**src/rtl/itrans_blk_sched_pkg.sv**
```systemverilog
// Shared definitions for the inverse-transform block scheduler: residual_state
// codes, descriptor layout, FSM states and the DC-before-AC gating rule.
package itrans_blk_sched_pkg;

   typedef enum logic [3:0] {
      RS_IDLE    = 4'd0,
      RS_LUMA4X4 = 4'd1,
      RS_I16_DC  = 4'd2,
      RS_I16_AC  = 4'd3,
      RS_CB_DC   = 4'd4,
      RS_CR_DC   = 4'd5,
      RS_CB_AC   = 4'd6,
      RS_CR_AC   = 4'd7
   } residual_state_e;

   localparam int unsigned DESC_W = 13;

   typedef struct packed {
      logic [3:0] state;
      logic [3:0] idx;
      logic [4:0] tc;
   } desc_t;

   typedef enum logic [1:0] {
      S_IDLE  = 2'd0,
      S_ISSUE = 2'd1,
      S_WAIT  = 2'd2,
      S_DONE  = 2'd3
   } sched_state_e;

   // AC blocks must wait for the DC block of the same component in this macroblock.
   function automatic logic dc_gate_blocked(input logic [3:0] st,
                                            input logic luma_done,
                                            input logic cb_done,
                                            input logic cr_done);
      return ((st == RS_I16_AC) && !luma_done) ||
             ((st == RS_CB_AC)  && !cb_done)   ||
             ((st == RS_CR_AC)  && !cr_done);
   endfunction

endpackage

```
**src/rtl/itrans_desc_fifo.sv**
```systemverilog
// Descriptor FIFO: DEPTH entries, ena-gated push/pop, full/empty/count.
module itrans_desc_fifo
   import itrans_blk_sched_pkg::*;
#(
   parameter int unsigned DEPTH = 4,
   parameter int unsigned W     = DESC_W
) (
   input  logic                       clk,
   input  logic                       rst_n,
   input  logic                       ena,
   input  logic                       push,
   input  logic [W-1:0]               din,
   input  logic                       pop,
   output logic [W-1:0]               dout,
   output logic                       full,
   output logic                       empty,
   output logic [$clog2(DEPTH):0]     count
);

   localparam int unsigned AW = $clog2(DEPTH);

   logic [W-1:0]  mem_q [DEPTH];
   logic [W-1:0]  mem_d [DEPTH];
   logic [AW-1:0] wr_ptr_q, wr_ptr_d;
   logic [AW-1:0] rd_ptr_q, rd_ptr_d;
   logic [AW:0]   count_q, count_d;
   logic          do_push, do_pop;

   assign full  = (count_q == (AW+1)'(DEPTH));
   assign empty = (count_q == '0);
   assign count = count_q;
   assign dout  = mem_q[rd_ptr_q];

   // Next-state: pointers wrap naturally because DEPTH is a power of two.
   always_comb begin
      do_push  = push && ena && !full;
      do_pop   = pop && ena && !empty;
      mem_d    = mem_q;
      wr_ptr_d = wr_ptr_q;
      rd_ptr_d = rd_ptr_q;
      count_d  = count_q;
      if (do_push) begin
         mem_d[wr_ptr_q] = din;
         wr_ptr_d        = wr_ptr_q + 1'b1;
      end
      if (do_pop) begin
         rd_ptr_d = rd_ptr_q + 1'b1;
      end
      if (do_push && !do_pop) begin
         count_d = count_q + 1'b1;
      end else if (!do_push && do_pop) begin
         count_d = count_q - 1'b1;
      end
   end

   // Storage and pointer registers.
   always_ff @(posedge clk or negedge rst_n) begin
      if (!rst_n) begin
         for (int unsigned i = 0; i < DEPTH; i++) begin
            mem_q[i] <= '0;
         end
         wr_ptr_q <= '0;
         rd_ptr_q <= '0;
         count_q  <= '0;
      end else begin
         mem_q    <= mem_d;
         wr_ptr_q <= wr_ptr_d;
         rd_ptr_q <= rd_ptr_d;
         count_q  <= count_d;
      end
   end

endmodule

```
**src/rtl/itrans_blk_sched.sv**
```systemverilog
// Inverse-transform block scheduler: queues residual-block descriptors, issues
// them one at a time to the transform controller with DC-before-AC ordering,
// and hands completed blocks to reconstruction over valid/ready.
module itrans_blk_sched
   import itrans_blk_sched_pkg::*;
#(
   parameter int unsigned DEPTH   = 4,
   parameter int unsigned TIMEOUT = 63,
   parameter int unsigned CW      = 6
) (
   input  logic       clk,
   input  logic       rst_n,
   input  logic       ena,
   input  logic       mb_start,
   input  logic       in_valid,
   output logic       in_ready,
   input  logic [3:0] in_state,
   input  logic [3:0] in_blk_idx,
   input  logic [4:0] in_total_coeff,
   output logic       tf_start,
   output logic [3:0] tf_residual_state,
   output logic [4:0] tf_total_coeff,
   output logic [3:0] tf_luma_idx,
   output logic [1:0] tf_chroma_idx,
   input  logic       tf_valid,
   output logic       out_valid,
   input  logic       out_ready,
   output logic [3:0] out_state,
   output logic [3:0] out_blk_idx,
   output logic       out_err,
   busy
);

   sched_state_e          state_q, state_d;
   logic [3:0]            st_q, st_d;
   logic [3:0]            idx_q, idx_d;
   logic [4:0]            tc_q, tc_d;
   logic                  err_q, err_d;
   logic [CW-1:0]         wd_q, wd_d;
   logic                  dc_luma_q, dc_luma_d;
   logic                  dc_cb_q, dc_cb_d;
   logic                  dc_cr_q, dc_cr_d;
   logic                  rdy_en_q, rdy_en_d;

   logic                  fifo_full, fifo_empty, fifo_pop;
   logic [$clog2(DEPTH):0] fifo_count;
   logic [DESC_W-1:0]     fifo_dout;
   desc_t                 head;
   desc_t                 in_desc;

   assign in_desc = '{state: in_state, idx: in_blk_idx, tc: in_total_coeff};
   assign head    = desc_t'(fifo_dout);

   itrans_desc_fifo #(
      .DEPTH (DEPTH),
      .W     (DESC_W)
   ) u_fifo (
      .clk   (clk),
      .rst_n (rst_n),
      .ena   (ena),
      .push  (in_valid && in_ready),
      .din   (in_desc),
      .pop   (fifo_pop),
      .dout  (fifo_dout),
      .full  (fifo_full),
      .empty (fifo_empty),
      .count (fifo_count)
   );

   assign in_ready          = rdy_en_q && !fifo_full;
   assign tf_start          = (state_q == S_ISSUE) && ena;
   assign out_valid         = (state_q == S_DONE);
   assign tf_residual_state = st_q;
   assign tf_total_coeff    = tc_q;
   assign tf_luma_idx       = idx_q;
   assign tf_chroma_idx     = idx_q[1:0];
   assign out_state         = st_q;
   assign out_blk_idx       = idx_q;
   assign out_err           = err_q;
   assign busy              = (state_q != S_IDLE) || (fifo_count != '0);

   // Next-state, issue/complete sequencing and DC-done flag maintenance.
   always_comb begin
      state_d   = state_q;
      st_d      = st_q;
      idx_d     = idx_q;
      tc_d      = tc_q;
      err_d     = err_q;
      wd_d      = wd_q;
      dc_luma_d = dc_luma_q;
      dc_cb_d   = dc_cb_q;
      dc_cr_d   = dc_cr_q;
      rdy_en_d  = 1'b1;
      fifo_pop  = 1'b0;
      case (state_q)
         S_IDLE: begin
            if (!fifo_empty && !dc_gate_blocked(head.state, dc_luma_q, dc_cb_q, dc_cr_q)) begin
               state_d = S_ISSUE;
               st_d    = head.state;
               idx_d   = head.idx;
               tc_d    = head.tc;
               err_d   = 1'b0;
            end
         end
         S_ISSUE: begin
            wd_d    = '0;
            state_d = S_WAIT;
         end
         S_WAIT: begin
            // tf_valid is stale during the first WAIT cycle (wd_q == 0).
            if ((wd_q != '0) && tf_valid) begin
               state_d = S_DONE;
               err_d   = 1'b0;
            end else if (wd_q == CW'(TIMEOUT)) begin
               state_d = S_DONE;
               err_d   = 1'b1;
            end else begin
               wd_d = wd_q + 1'b1;
            end
         end
         S_DONE: begin
            if (out_ready) begin
               fifo_pop = 1'b1;
               state_d  = S_IDLE;
               if (st_q == RS_I16_DC) dc_luma_d = 1'b1;
               if (st_q == RS_CB_DC)  dc_cb_d   = 1'b1;
               if (st_q == RS_CR_DC)  dc_cr_d   = 1'b1;
            end
         end
         default: state_d = S_IDLE;
      endcase
      if (mb_start) begin
         dc_luma_d = 1'b0;
         dc_cb_d   = 1'b0;
         dc_cr_d   = 1'b0;
      end
   end

   // Scheduler registers; everything holds while ena is low.
   always_ff @(posedge clk or negedge rst_n) begin
      if (!rst_n) begin
         state_q   <= S_IDLE;
         st_q      <= '0;
         idx_q     <= '0;
         tc_q      <= '0;
         err_q     <= 1'b0;
         wd_q      <= '0;
         dc_luma_q <= 1'b0;
         dc_cb_q   <= 1'b0;
         dc_cr_q   <= 1'b0;
         rdy_en_q  <= 1'b0;
      end else if (ena) begin
         state_q   <= state_d;
         st_q      <= st_d;
         idx_q     <= idx_d;
         tc_q      <= tc_d;
         err_q     <= err_d;
         wd_q      <= wd_d;
         dc_luma_q <= dc_luma_d;
         dc_cb_q   <= dc_cb_d;
         dc_cr_q   <= dc_cr_d;
         rdy_en_q  <= rdy_en_d;
      end
   end

endmodule
```
**config.mk**
```make
export PLATFORM = sky130hd
export DESIGN_NAME = itrans_blk_sched
export DESIGN_NICKNAME = d
export VERILOG_FILES = /design/src/rtl/itrans_blk_sched_pkg.sv /design/src/rtl/itrans_desc_fifo.sv /design/src/rtl/itrans_blk_sched.sv
export SDC_FILE = /design/constraint.sdc
export NUM_CORES = 1
export LEC_CHECK = 0
export ABC_AREA = 1
export BUFFER_PORTS_ARGS = -buffer_cell sky130_fd_sc_hd__buf_2
export CAP_MARGIN = 0
export CORE_ASPECT_RATIO = 1.75
export CORE_MARGIN = 8
export CORE_UTILIZATION = 62
export CTS_CLUSTER_DIAMETER = 100
export DETAILED_ROUTE_END_ITERATION = 12
export PLACE_DENSITY = 0.89
export SKIP_CTS_REPAIR_TIMING = 1
export SLEW_MARGIN = 20
export SYNTH_ARGS = -nofsm -noshare
export SYNTH_HDL_FRONTEND = slang
export SYNTH_SLANG_ARGS = --single-unit
export TNS_END_PERCENT = 30
```
**constraint.sdc**
```tcl
create_clock -name clk -period 4.53 [get_ports clk]
set_input_delay 0.906 -clock clk [delete_from_list [all_inputs] [get_ports clk]]
set_output_delay 0.906 -clock clk [all_outputs]
set_load 0.02 [all_outputs]
```
## Word-level counts from Yosys, hierarchy flattened

Cells that the tools add are included.

- Output and inout port bits: 28
- Word-level logic and storage cells: 123
- Bits of input ports: 20
- Bits in registers: 85

- Mux-type cells: 34
- Bitwise gates (word level): 2
- Eq/ne operators: 16
- Magnitude comparators: 3
- Add/sub/neg operators: 5
- Reductions and logical operators: 46

Operator list:

| cell | number |
|---|---|
| bitwise mux 52 bit | 1 |
| 2-to-1 mux 13 bit | 3 |
| binary-select mux 13 bit (select 2 bit) | 1 |
| demux 13 bit (select 2 bit) | 1 |
| AND reduction 4 bit | 6 |
| nonzero test 2 bit | 9 |
| 2-to-1 mux 1 bit | 17 |
| equality test 4 x 3 -> 1 bit, second input constant | 4 |
| logical AND 1 bit | 15 |
| 2-to-1 mux 6 bit | 2 |
| case mux 6 bit (2 select lines) | 1 |
| equality test 4 x 2 -> 1 bit, second input constant | 2 |
| zero test 1 bit | 8 |
| 2-to-1 mux 2 bit | 4 |
| case mux 2 bit (4 select lines) | 1 |
| adder 6 x 1 -> 6 bit, second input constant | 1 |
| equality test 6 bit, second input constant | 1 |
| greater-or-equal comparator 3 bit, second input constant | 2 |
| 2-to-1 mux 3 bit | 2 |
| != test 2 bit, second input constant | 3 |
| inverter 2 -> 3 bit | 2 |
| nonzero test 6 bit | 1 |
| adder 2 x 1 -> 2 bit, second input constant | 2 |
| equality test 2 bit, second input constant | 2 |
| 13 further kinds | 15 |

## Depth between registers and ports, before layout

- Depth after elaboration: 12
- Depth in mapped cells: 14
- Depth with buffers taken out: 13

## By module

From an unflattened synthesis, not the netlist that was laid out.

- Cells, all modules: 556
- Area, all modules: 4439.3 um^2

Modules (own cells, without submodules):

| module | cells each | area an instance (um^2) | instances |
|---|---|---|---|
| itrans_desc_fifo | 375 | 3010.4 | 1 |
| itrans_blk_sched | 181 | 1428.9 | 1 |

## Worst setup path before layout

Ideal clock, no wire load.

- Kind: input-to-reg
- From: input in_valid
- To: register u_fifo.count_q[2], in the netlist u_fifo.count[2]
- Stages on the path: 8
- Arrival: 2088 ps
- Data required time: 4406 ps
- Path slack: 2317 ps
- Cells stage by stage: nand3_1 inv_2 ha_1 inv_1 fa_1 a21oi_1 o21ai_0 xnor2_1

- Word-level cells in the longest chain between the ends: 6
- Elaborated cells between the ends (all ways): 8
- Those cells by class: mux: 1; reduce/logical: 7

Ends and longest elaborated chain:

| element | RTL line | text |
|---|---|---|
| start, declared | itrans_blk_sched.sv:15 | `input logic in_valid,` |
| logical AND 1 bit * | itrans_blk_sched.sv:61 | `.push (in_valid && in_ready),` |
| logical AND 1 bit * (2 in a row) | itrans_desc_fifo.sv:36 | `do_push = push && ena && !full;` |
| net u_fifo.do_push | itrans_desc_fifo.sv:27 | `logic do_push, do_pop;` |
| zero test 1 bit | itrans_desc_fifo.sv:51 | `end else if (!do_push && do_pop) begin` |
| logical AND 1 bit | itrans_desc_fifo.sv:51 |  |
| nonzero test 2 bit (no line) | n/a |  |
| end signal, assigned | itrans_desc_fifo.sv:69 | `count_q <= count_d;` |
| end, declared | itrans_desc_fifo.sv:26 | `logic [AW:0] count_q, count_d;` |

Mark *: on every way through the listed nets, which the timed path passes. The rest lies on a longest branch.
A chain may end at the register's enable or synchronous reset.

## Worst setup path after layout

- From: register u_fifo.rd_ptr_q[0]
- To: register tc_q[3], in the netlist tf_total_coeff[3]

- Word-level cells in the longest chain between the ends: 11
- Elaborated cells between the ends (all ways): 15
- Those cells by class: eq/ne: 3; mux: 3; bitwise: 1; reduce/logical: 8

Ends and longest elaborated chain:

| element | RTL line | text |
|---|---|---|
| start, declared | itrans_desc_fifo.sv:25 | `logic [AW-1:0] rd_ptr_q, rd_ptr_d;` |
| start signal, assigned | itrans_desc_fifo.sv:68 | `rd_ptr_q <= rd_ptr_d;` |
| inverter 2 -> 3 bit (not written as such) * | itrans_desc_fifo.sv:32 | `assign dout = mem_q[rd_ptr_q];` |
| binary-select mux 13 bit (select 2 bit) * | itrans_desc_fifo.sv:32 |  |
| 2-to-1 mux 13 bit (not written as such) * (2 in a row) | itrans_desc_fifo.sv:32 |  |
| equality test 4 x 2 -> 1 bit / equality test 4 x 3 -> 1 bit (equally long branches) | itrans_blk_sched_pkg.sv:36, itrans_blk_sched_pkg.sv:37 |  |
| logical AND 1 bit (on tied branches) | itrans_blk_sched_pkg.sv:36, itrans_blk_sched_pkg.sv:37 |  |
| logical OR 1 bit | itrans_blk_sched_pkg.sv:36 | `return ((st == RS_I16_AC) && !luma_done) \|\|` |
| logical OR 1 bit | itrans_blk_sched_pkg.sv:37 | `((st == RS_CB_AC) && !cb_done) \|\|` |
| zero test 1 bit | itrans_blk_sched.sv:97 | `if (!fifo_empty && !dc_gate_blocked(head.state, dc_luma_q, dc_cb_q, dc_cr_q)) begin` |
| logical AND 1 bit | itrans_blk_sched.sv:97 |  |
| AND reduction 3 bit (no line) | n/a |  |
| end signal, assigned | itrans_blk_sched.sv:156 | `tc_q <= tc_d;` |
| end, declared | itrans_blk_sched.sv:37 | `logic [4:0] tc_q, tc_d;` |

Every way passes the cells marked *; elsewhere a longest branch is shown, timed or not. The select of a mux whose other input is x is not followed.

==> metrics.yaml <==
status: "finished, final reports clean"
wl_per_cell_um: 14.9
path_cells: "inv_1 -> nand2_1 -> nand3_1 -> nand2_1 -> nand2_1 -> nand2_1 -> nand3_2 -> nand2_4 -> nor2_8 -> inv_2 -> nand2_1 -> nand2_1"
synth_area_per_cell_um2: 8.43
yosysTopAreaCell: "dfrtp_1"
highest_layer: "met4"
avgViaCountPerCell: 5.63
num_antenna_cells: 0
io_pins: 48
cp-start-kind: "flop"
cp-end-kind: "flop"
p_per_area_nw_per_um2: 759
cts_made_buffers: 9
final_util: 0.710
hp-class: "flop to flop"
yosysWarnings: 0
wl_met2_um: 4670
worst_pin_slew_ns: 0.820
crit_family: "simple AND/OR/NAND/NOR gates"
max_freq_mhz: 426
grt_pass1_vias: 3271
grt_util_all_layers: 0.198
final_hold_viol_count: 0
worstPathArrival_ns: 2.57
ys.flop_type: "dfrtp_1"
htree_num_levels: 3
gp_congestion: 0.805
synth_area_um2: 4050
pwr-share-seq: 0.377
finalSetupViolations: 0
dp_slack_ns: 1.98
drc_errors: 0
overflow: 0
rsz0062_at_grt: "false"
sw_frac_of_total: 0.397
num_vias: 3373
drive_gt1_frac: 0.143
path_class: "flop to flop"
clock_skew_ns: 0.00488
antenna_found_initial: 0
synth.most_common_cell: "nand2_1"
synth_area_leaders: "dfrtp_1, nand2_1, o21ai_0"
dieArea_um2: 9470
die_h_um: 123
worst_path_max_delay_cell: "inv_1"
slew_headroom: 0.453
power_frac_comb: 0.382
clockBufferDepth: 2
switching_power_uw: 1380
routed_wl_um: 8940
met1_length_um: 3410
area_growth_pct: 13.0
pwr-share-clk: 0.241
synth_common_cells: "nand2_1, dfrtp_1, o21ai_0"
power_leakage_uw: 0.00239
grt_pass1_wl_um: 14900
route.met3.wl_um: 614
nFillCells: 486
p_int_uw: 2090
ant_nets: 0
cts_root_buf: "clkbuf_16"
rows: 39
max-vdd-ir-drop_v: 0.000441
ys_seq_area_frac: 0.526
path_buf_inv: 2
async_reset_ff_frac: 1.00
grt_start_max_net_pins: 86
clk-insertion-delay-late_ns: 0.34
syn-num-nets: 512
io_buffers: 47
required_ns: 4.75
hpwl_um: 5840
synth_top_cell_area_share: 0.526
nNetsFinal: 544
synth-seq-cells: 85
core_um2: 6440
max_cap_viol_count: 0
holdWs_ns: 0.465
start_util: 0.628
fin_setup_tns_ns: 0
syn_inst: 480
cts.sinks: 85
cts_tree: "yes"
drt_pass1_iterations: 7
cp_max_fo: 26
drt-initial-drc-count: 363
synth-edff-count: 0
clk_pin_slew_ns: 0.06
period_share: 0.518
die_x_um: 77.1
slowest_delay_ns: 0.60
drv_slew: 0
setup_ws_ns: 2.18
layout_min_cycle_time_ns: 2.35
ys_types: 29
crit_top_cell: "nand2_1"
[registers in the layout, summed over array words and instances, names as in the netlist]
register / cells
u_fifo.wr_ptr_q: 2
rdy_en_q: 1
dc_cr_q: 1
u_fifo.count: 3
tf_total_coeff: 5
out_blk_idx: 4
wd_q: 6
state_q: 2
dc_cb_q: 1
u_fifo.rd_ptr_q: 2
dc_luma_q: 1
out_err: 1
u_fifo.mem_q: 52
out_state: 4
[power by group through the flow]
stage	Clock, µW	Sequential, µW	Combinational [µW]
after floorplan	0	1320	995
after global placement	0	1290	1250
after detailed placement	0	1310	1310
after CTS	845	1310	1330
after global routing	882	1340	1500
final	836	1310	1330
[placed cells by master, fill, tap and decap left out, drive strengths merged]
cell type / synthesis / final
nor2: 30 / 30
ha: 11 / 11
nand3: 17 / 17
buf: 18 / 48
clkinv: 1 / 2
fa: 1 / 1
xor2: 3 / 3
a31oi: 1 / 1
a21oi: 10 / 10
clkbuf: 9 / 12
inv: 51 / 51
xnor2: 2 / 2
nand2: 140 / 140
a211oi: 1 / 1
o22ai: 10 / 10
o21ai: 78 / 78
dfrtp: 85 / 85
mux2: 1 / 1
bufinv: 0 / 3
nor3: 5 / 5
nand4: 6 / 6
[tightest hold or removal path, delay by kind of cell, from the launching register on]
kind,cells,cell delay [ns]
simple gates,2,0.10
flops,1,0.34
[path summary, 6_finish.rpt]
check	startpoint	to	slack [ns]	cells past startpoint
max	u_fifo.rd_ptr_q[0]	tf_total_coeff[3]	2.18	12
min	tf_total_coeff[0]	tf_total_coeff[0]	0.47	2
max reg2reg	u_fifo.rd_ptr_q[0]	tf_total_coeff[3]	2.18	12
min reg2reg	tf_total_coeff[0]	tf_total_coeff[0]	0.47	2
max in group asynchronous	rst_n	u_fifo.rd_ptr_q[1]	3.40	1
min in group asynchronous	rst_n	u_fifo.mem_q[42]	0.62	1
[layout make-up]
cell class / instances / area (µm²) / area share
well taps: 82 / 103 / 0.0224
flip-flops and latches: 85 / 2130 / 0.465
repair buffers: 48 / 249 / 0.0544
multi-input cells: 316 / 1560 / 0.341
clock buffers: 12 / 246 / 0.0539
clock inverters: 4 / 95.1 / 0.0208
inverters: 52 / 195 / 0.0427
[through the flow]
stage	total power, µW	instances	area, µm²
3_3_place_gp	2540	583	4230
6_report	3470	599	4570
4_1_cts	3480	599	4570
5_1_grt	3730	599	4570
2_1_floorplan	2320	480	4050
3_5_place_dp	2620	583	4230
[cell families after synthesis]
| group | synth area share |
|---|---|
| and+or+nand+nor | 0.204 |
| DFF | 0.526 |
| AOI/OAI and AO/OA | 0.129 |
| xor gates and xnor gates | 0.0108 |
| buffers and inverters | 0.0894 |
| muxes | 0.00278 |
| adders and majority gates | 0.0390 |
[per-layer routing]
layer / vias to the layer above / GRT usage
met5: - / 0
met4: 0 / 0.114
met3: 24 / 0.0543
met2: 143 / 0.343
met1: 1612 / 0.214
li1: 1594 / -
Note: power is estimated with default switching activity, not from simulation.
